### src/rtl/pipe_ctrl_pkg.sv
// Shared types and constants for the pipeline lock controller: state encoding,
// stage bit positions and per-state lock/flush patterns.
package pipe_ctrl_pkg;

  localparam int NUM_STG   = 4;
  localparam int STG_PC    = 0;
  localparam int STG_IFID  = 1;
  localparam int STG_IDEX  = 2;
  localparam int STG_EXMEM = 3;

  typedef enum logic [1:0] {
    ST_RUN   = 2'b00,
    ST_HAZ   = 2'b01,
    ST_MEM   = 2'b10,
    ST_FLUSH = 2'b11
  } pipe_st_t;

  typedef struct packed {
    logic [NUM_STG-1:0] lock;
    logic [NUM_STG-1:0] flush;
  } stg_ctrl_t;

  // HAZ holds PC and IF/ID and bubbles ID/EX; FLUSH squashes IF/ID and ID/EX.
  localparam logic [NUM_STG-1:0] LOCK_HAZ  = (1 << STG_PC) | (1 << STG_IFID);
  localparam logic [NUM_STG-1:0] FLUSH_HAZ = (1 << STG_IDEX);
  localparam logic [NUM_STG-1:0] LOCK_MEM  = (1 << STG_PC) | (1 << STG_IFID) |
                                             (1 << STG_IDEX) | (1 << STG_EXMEM);
  localparam logic [NUM_STG-1:0] FLUSH_BR  = (1 << STG_IFID) | (1 << STG_IDEX);

  function automatic stg_ctrl_t ctrl_of(input pipe_st_t st);
    stg_ctrl_t c;
    c = '0;
    case (st)
      ST_HAZ:   begin c.lock = LOCK_HAZ; c.flush = FLUSH_HAZ; end
      ST_MEM:   c.lock  = LOCK_MEM;
      ST_FLUSH: c.flush = FLUSH_BR;
      default:  c = '0;
    endcase
    return c;
  endfunction

endpackage

### src/rtl/lock_timer.sv
// Loadable up/down stall counter shared by the HAZ countdown and MEM count-up.
// Counting saturates at zero going down and at all-ones going up.
module lock_timer #(
  parameter int CNT_W = 4
) (
  input  logic             clk,
  input  logic             rst_n,
  input  logic             load,
  input  logic [CNT_W-1:0] load_val,
  input  logic             en,
  input  logic             up,
  output logic [CNT_W-1:0] cnt,
  output logic             zero,
  output logic             sat
);

  logic [CNT_W-1:0] cnt_q, cnt_d;

  assign cnt  = cnt_q;
  assign zero = (cnt_q == '0);
  assign sat  = (cnt_q == '1);

  always_comb begin
    cnt_d = cnt_q;
    if (load)                  cnt_d = load_val;
    else if (en && up && !sat)    cnt_d = cnt_q + 1'b1;
    else if (en && !up && !zero)  cnt_d = cnt_q - 1'b1;
  end

  always_ff @(posedge clk or negedge rst_n) begin
    if (!rst_n) cnt_q <= '0;
    else        cnt_q <= cnt_d;
  end

endmodule

### src/rtl/pipe_lock_ctrl.sv
// Pipeline lock controller: turns hazard, memory-wait and branch events into
// per-stage lock/flush sequences. Optional stall counter under PIPE_STALL_CNT_EN.
module pipe_lock_ctrl
  import pipe_ctrl_pkg::*;
#(
  parameter int HAZ_CYCLES  = 1,
  parameter int MEM_TIMEOUT = 15,
  parameter int CNT_W       = 4
) (
  input  logic               clk,
  input  logic               rst_n,
  input  logic               haz_req,
  input  logic               mem_busy,
  input  logic               br_taken,
  output logic [NUM_STG-1:0] lock,
  output logic [NUM_STG-1:0] flush,
  output logic [1:0]         state,
  output logic               mem_timeout
`ifdef PIPE_STALL_CNT_EN
  ,
  output logic [31:0]        stall_cycles
`endif
);

  localparam int HAZ_EFF = (HAZ_CYCLES < 1) ? 1 : HAZ_CYCLES;
  localparam logic [CNT_W-1:0] HAZ_LOAD = CNT_W'(HAZ_EFF - 1);
  localparam logic [CNT_W-1:0] MEM_LAST = CNT_W'(MEM_TIMEOUT - 1);

  pipe_st_t         state_q, state_d;
  stg_ctrl_t        ctrl_q;
  logic             to_q, to_d;
  logic             t_load, t_en, t_up, t_zero, t_sat;
  logic [CNT_W-1:0] t_val, t_cnt;

  lock_timer #(.CNT_W(CNT_W)) u_timer (
    .clk      (clk),
    .rst_n    (rst_n),
    .load     (t_load),
    .load_val (t_val),
    .en       (t_en),
    .up       (t_up),
    .cnt      (t_cnt),
    .zero     (t_zero),
    .sat      (t_sat)
  );

  always_comb begin
    state_d = state_q;
    to_d    = to_q;
    t_load  = 1'b0;
    t_val   = '0;
    t_en    = 1'b0;
    t_up    = 1'b0;
    case (state_q)
      ST_RUN: begin
        if (mem_busy)      state_d = ST_MEM;
        else if (br_taken) state_d = ST_FLUSH;
        else if (haz_req) begin
          state_d = ST_HAZ;
          t_load  = 1'b1;
          t_val   = HAZ_LOAD;
        end
      end
      ST_HAZ: begin
        if (mem_busy)      state_d = ST_MEM;
        else if (br_taken) state_d = ST_FLUSH;
        else if (t_zero)   state_d = ST_RUN;
        else               t_en    = 1'b1;
      end
      ST_MEM: begin
        t_en = 1'b1;
        t_up = 1'b1;
        if (mem_busy && t_cnt == MEM_LAST) to_d = 1'b1;
        // A branch resolved during the stall is the one request kept pending.
        if (!mem_busy) state_d = br_taken ? ST_FLUSH : ST_RUN;
      end
      ST_FLUSH: state_d = mem_busy ? ST_MEM : ST_RUN;
      default:  state_d = ST_RUN;
    endcase
    if (state_d == ST_MEM && state_q != ST_MEM) begin
      t_load = 1'b1;
      t_val  = '0;
    end
  end

  // Outputs are registered from the next state so they change with state_q.
  always_ff @(posedge clk or negedge rst_n) begin
    if (!rst_n) begin
      state_q <= ST_RUN;
      ctrl_q  <= '0;
      to_q    <= 1'b0;
    end else begin
      state_q <= state_d;
      ctrl_q  <= ctrl_of(state_d);
      to_q    <= to_d;
    end
  end

  assign lock        = ctrl_q.lock;
  assign flush       = ctrl_q.flush;
  assign state       = state_q;
  assign mem_timeout = to_q;

`ifdef PIPE_STALL_CNT_EN
  logic [31:0] stall_q;

  always_ff @(posedge clk or negedge rst_n) begin
    if (!rst_n) stall_q <= '0;
    else if (state_q == ST_HAZ || state_q == ST_MEM) stall_q <= stall_q + 32'd1;
  end

  assign stall_cycles = stall_q;
`endif

endmodule

### config.mk
export PLATFORM = sky130hd
export DESIGN_NAME = pipe_lock_ctrl
export DESIGN_NICKNAME = d
export VERILOG_FILES = /design/src/rtl/pipe_ctrl_pkg.sv /design/src/rtl/lock_timer.sv /design/src/rtl/pipe_lock_ctrl.sv
export SDC_FILE = /design/constraint.sdc
export NUM_CORES = 1
export LEC_CHECK = 0
export BUFFER_PORTS_ARGS = -buffer_cell sky130_fd_sc_hd__buf_2
export CORE_UTILIZATION = 46
export DETAILED_ROUTE_END_ITERATION = 8
export PLACE_DENSITY = 0.8
export SLEW_MARGIN = 20
export SYNTH_ARGS = -nofsm -noshare
export SYNTH_HDL_FRONTEND = slang
export SYNTH_SLANG_ARGS = --single-unit
### constraint.sdc
create_clock -name clk -period 2.4 [get_ports clk]
set_input_delay 0.48 -clock clk [delete_from_list [all_inputs] [get_ports clk]]
set_output_delay 0.48 -clock clk [all_outputs]
set_load 0.02 [all_outputs]
==> results.cfg <==
[outcome]
outcome = finished with violations
violations = design-rule violations

[placed_design]
place_congestion = 0.872
hpwl_um = 1360
dp.cells = 113
port_buffers = 13

[clock_tree]
clk_pin_slew_ns = 0.08
cts_max_level = 1
numCtsBuffers = 3
clock_sinks = 11
cts_buffer_depth = 2
clk_latency_ns = 0.28
cts_root_buffer = clkbuf_4
cts_tree = built

[critical_path]
crit_fanout = 4
cp_data_required_time_ns = 2.61
timing.rr.start = state[0]
startpoint_type = register
crit_buf_inv = 1
crit_type = reg2reg
cp_top_family = simple AND/OR/NAND/NOR gates
arrival_ns = 2.57
max_stage_delay_ns = 0.46
critPathCaptureType = register
r2r-end = u_timer.cnt[3]
reg2reg_depth = 8
ff2ff_setup_slack_ns = 0.03
crit_chain = inv_2, ha_1, nand2_2, ha_1, and3_1, or3_4, a2111oi_4, o21bai_1
cp_common_cell = ha_1
cp_slowest_cell = dfrtp_2

[min_path]
hold_path.class = in2async

[run]
drv_cap = 0

[synth]
syn-cell-area_um2 = 796
synth_top_area_share_pct = 34.6
ys_seq_elements = 11
async_reset_ff_share_pct = 100
yosysTopAreaCell = dfrtp_1
synth_edf_count = 0
yosysSeqAreaShare_pct = 34.6
synthTopCellsByArea = dfrtp_1 35%, ha_1 17%, o21ai_0 3.8%, buf_4 3.8%, a32oi_4 3.5%
synth.distinct_cells = 33
ys_warn_count = 0
synthCells = 78
avgSynthCellArea_um2 = 10.2
ys.flop_type = dfrtp_1

[floorplanning]
core_mm2 = 0.00156
start_util_pct = 51.0
dieWidth_um = 43.6
rows = 14
die_y_um = 43.6
dieArea_mm2 = 0.00190
ios = 16

[detailed_routing]
drc = 1
wl_per_cell_um = 15.9
drt_iter0_markers = 8
num_vias = 718
drt.antenna.violating_nets = 0
avgViaCountPerCell = 5.84
first_pass_iters = 6
wirelength_um = 1960

[cells_and_area]
nFillCells = 122
drive_above_1_share_pct = 54.2
area.growth.synth_to_final_pct = 39.8
antenna_cells = 0
final_cells = 123
register_area_um2 = 278
final_common_cell = buf_4
final_cell_mix = 14 x buf_4, 13 x buf_2, 9 x dfrtp_1, 5 x ha_1
num-nets-final = 125
multiInputGateArea_um2 = 591

[sta]
setup_tns_ns = 0
period_needed_ns = 2.37
fmax_mhz = 423
skew_ns = 0.00232
period_share_pct = 98.6
hold_violations = 0
drv_slew = 0
setup_violations = 0
rsz0062_at_grt = true

[pwr]
total_leakage_power_nw = 0.543
powerDensity_mw_per_mm2 = 1490
pwr-share-clk_pct = 7.9
p_int_mw = 0.908
ir_drop_mv = 0.930
sequentialPowerShare_pct = 20.7
netSwitchingFraction_pct = 45.2
pwr-share-comb_pct = 71.3
p_sw_mw = 0.750

[global_route]
grt_pass1_wl_um = 3130
antenna_found_initial = 0
grt_max_degree = 12
track_usage_pct = 22.9
grt_pass1_vias = 676
gr-total-overflow = 0
[what timing repair did]
| item | 4_1_cts | 5_1_grt |
|---|---|---|
| endpoints found under the setup margin | 1 | 5 |
| hold buffers | 0 | 0 |
| pin swaps | 6 | 8 |
| gates resized for setup | 8 | 21 |
| setup buffers | 6 | 1 |
[power by group through the flow]
stage,combinational [mW],clock (mW),sequential (mW)
global route,1.28,0.145,0.354
detailed placement,0.880,0,0.340
CTS,1.04,0.137,0.331
floorplan,0.531,0,0.408
global placement,0.837,0,0.333
finish,1.18,0.131,0.344
[area by class of cell]
type | count | area share [%]
inverters | 4 | 1.35
flip-flops and latches | 11 | 25.0
well taps | 16 | 1.80
repair buffers | 28 | 16.3
clock buffers | 3 | 2.02
multi-input cells | 60 | 53.1
clock inverters | 1 | 0.450
[state kept, by name, summed over array words and instances (netlist names)]
signal,count
mem_timeout,1
lock,2
u_timer.cnt,4
state,2
flush,2
[worst max-delay path by stage]
stage,start,to,cells past startpoint
floorplan,state[0],u_timer.cnt[3],11
global placement,state[1],u_timer.cnt[3],11
detailed placement,state[0],u_timer.cnt[3],11
CTS,state[0],flush[2],9
global route,state[1],u_timer.cnt[3],8
finish,state[0],u_timer.cnt[3],8
[metal layers]
layer / vias to the layer above / global-route usage, % / routed length (µm)
met1: 360 / 27.8 / 842
met5: - / 0 / 0
met3: 2 / 2.50 / 72
li1: 331 / - / -
met2: 25 / 40.9 / 1030
met4: 0 / 9.38 / 11
[stage by stage]
step | utilization (%) | setup WS (ns) | area [µm²] | hold WS [ns] | total power [mW]
final | 71.3 | 0.0339 | 1110 | 0.0537 | 1.66
after CTS | 66.4 | 0.00122 | 1030 | 0.0534 | 1.51
after global placement | 60.0 | 0.0174 | 935 | 0.354 | 1.17
after detailed placement | 60.0 | -0.176 | 935 | 0.362 | 1.22
after floorplan | - | 0.00761 | 812 | 0.184 | 0.939
after global routing | 71.3 | -0.0485 | 1110 | 0.0683 | 1.78
[synthesized netlist by cell type (2+ instances only)]
master / instances
mux2i_1: 2
nor2_1: 5
buf_4: 4
dfrtp_1: 11
xor2_1: 2
nand2_1: 5
and3_1: 2
a21oi_1: 2
inv_1: 4
ha_1: 11
o21ai_0: 6
or3_1: 2
o211ai_1: 2
[logic make-up after synthesis]
kind of cell / after synthesis / synth area share (%)
other: 1 / 0.471
and+or+nand+nor: 22 / 14.6
muxes: 2 / 2.52
DFF: 11 / 34.6
AOI/OAI and AO/OA: 20 / 20.1
adders and majority gates: 12 / 19.8
buffers and inverters: 8 / 5.66
xor gates and xnor gates: 2 / 2.20
Power figures use the tool's default switching activity.
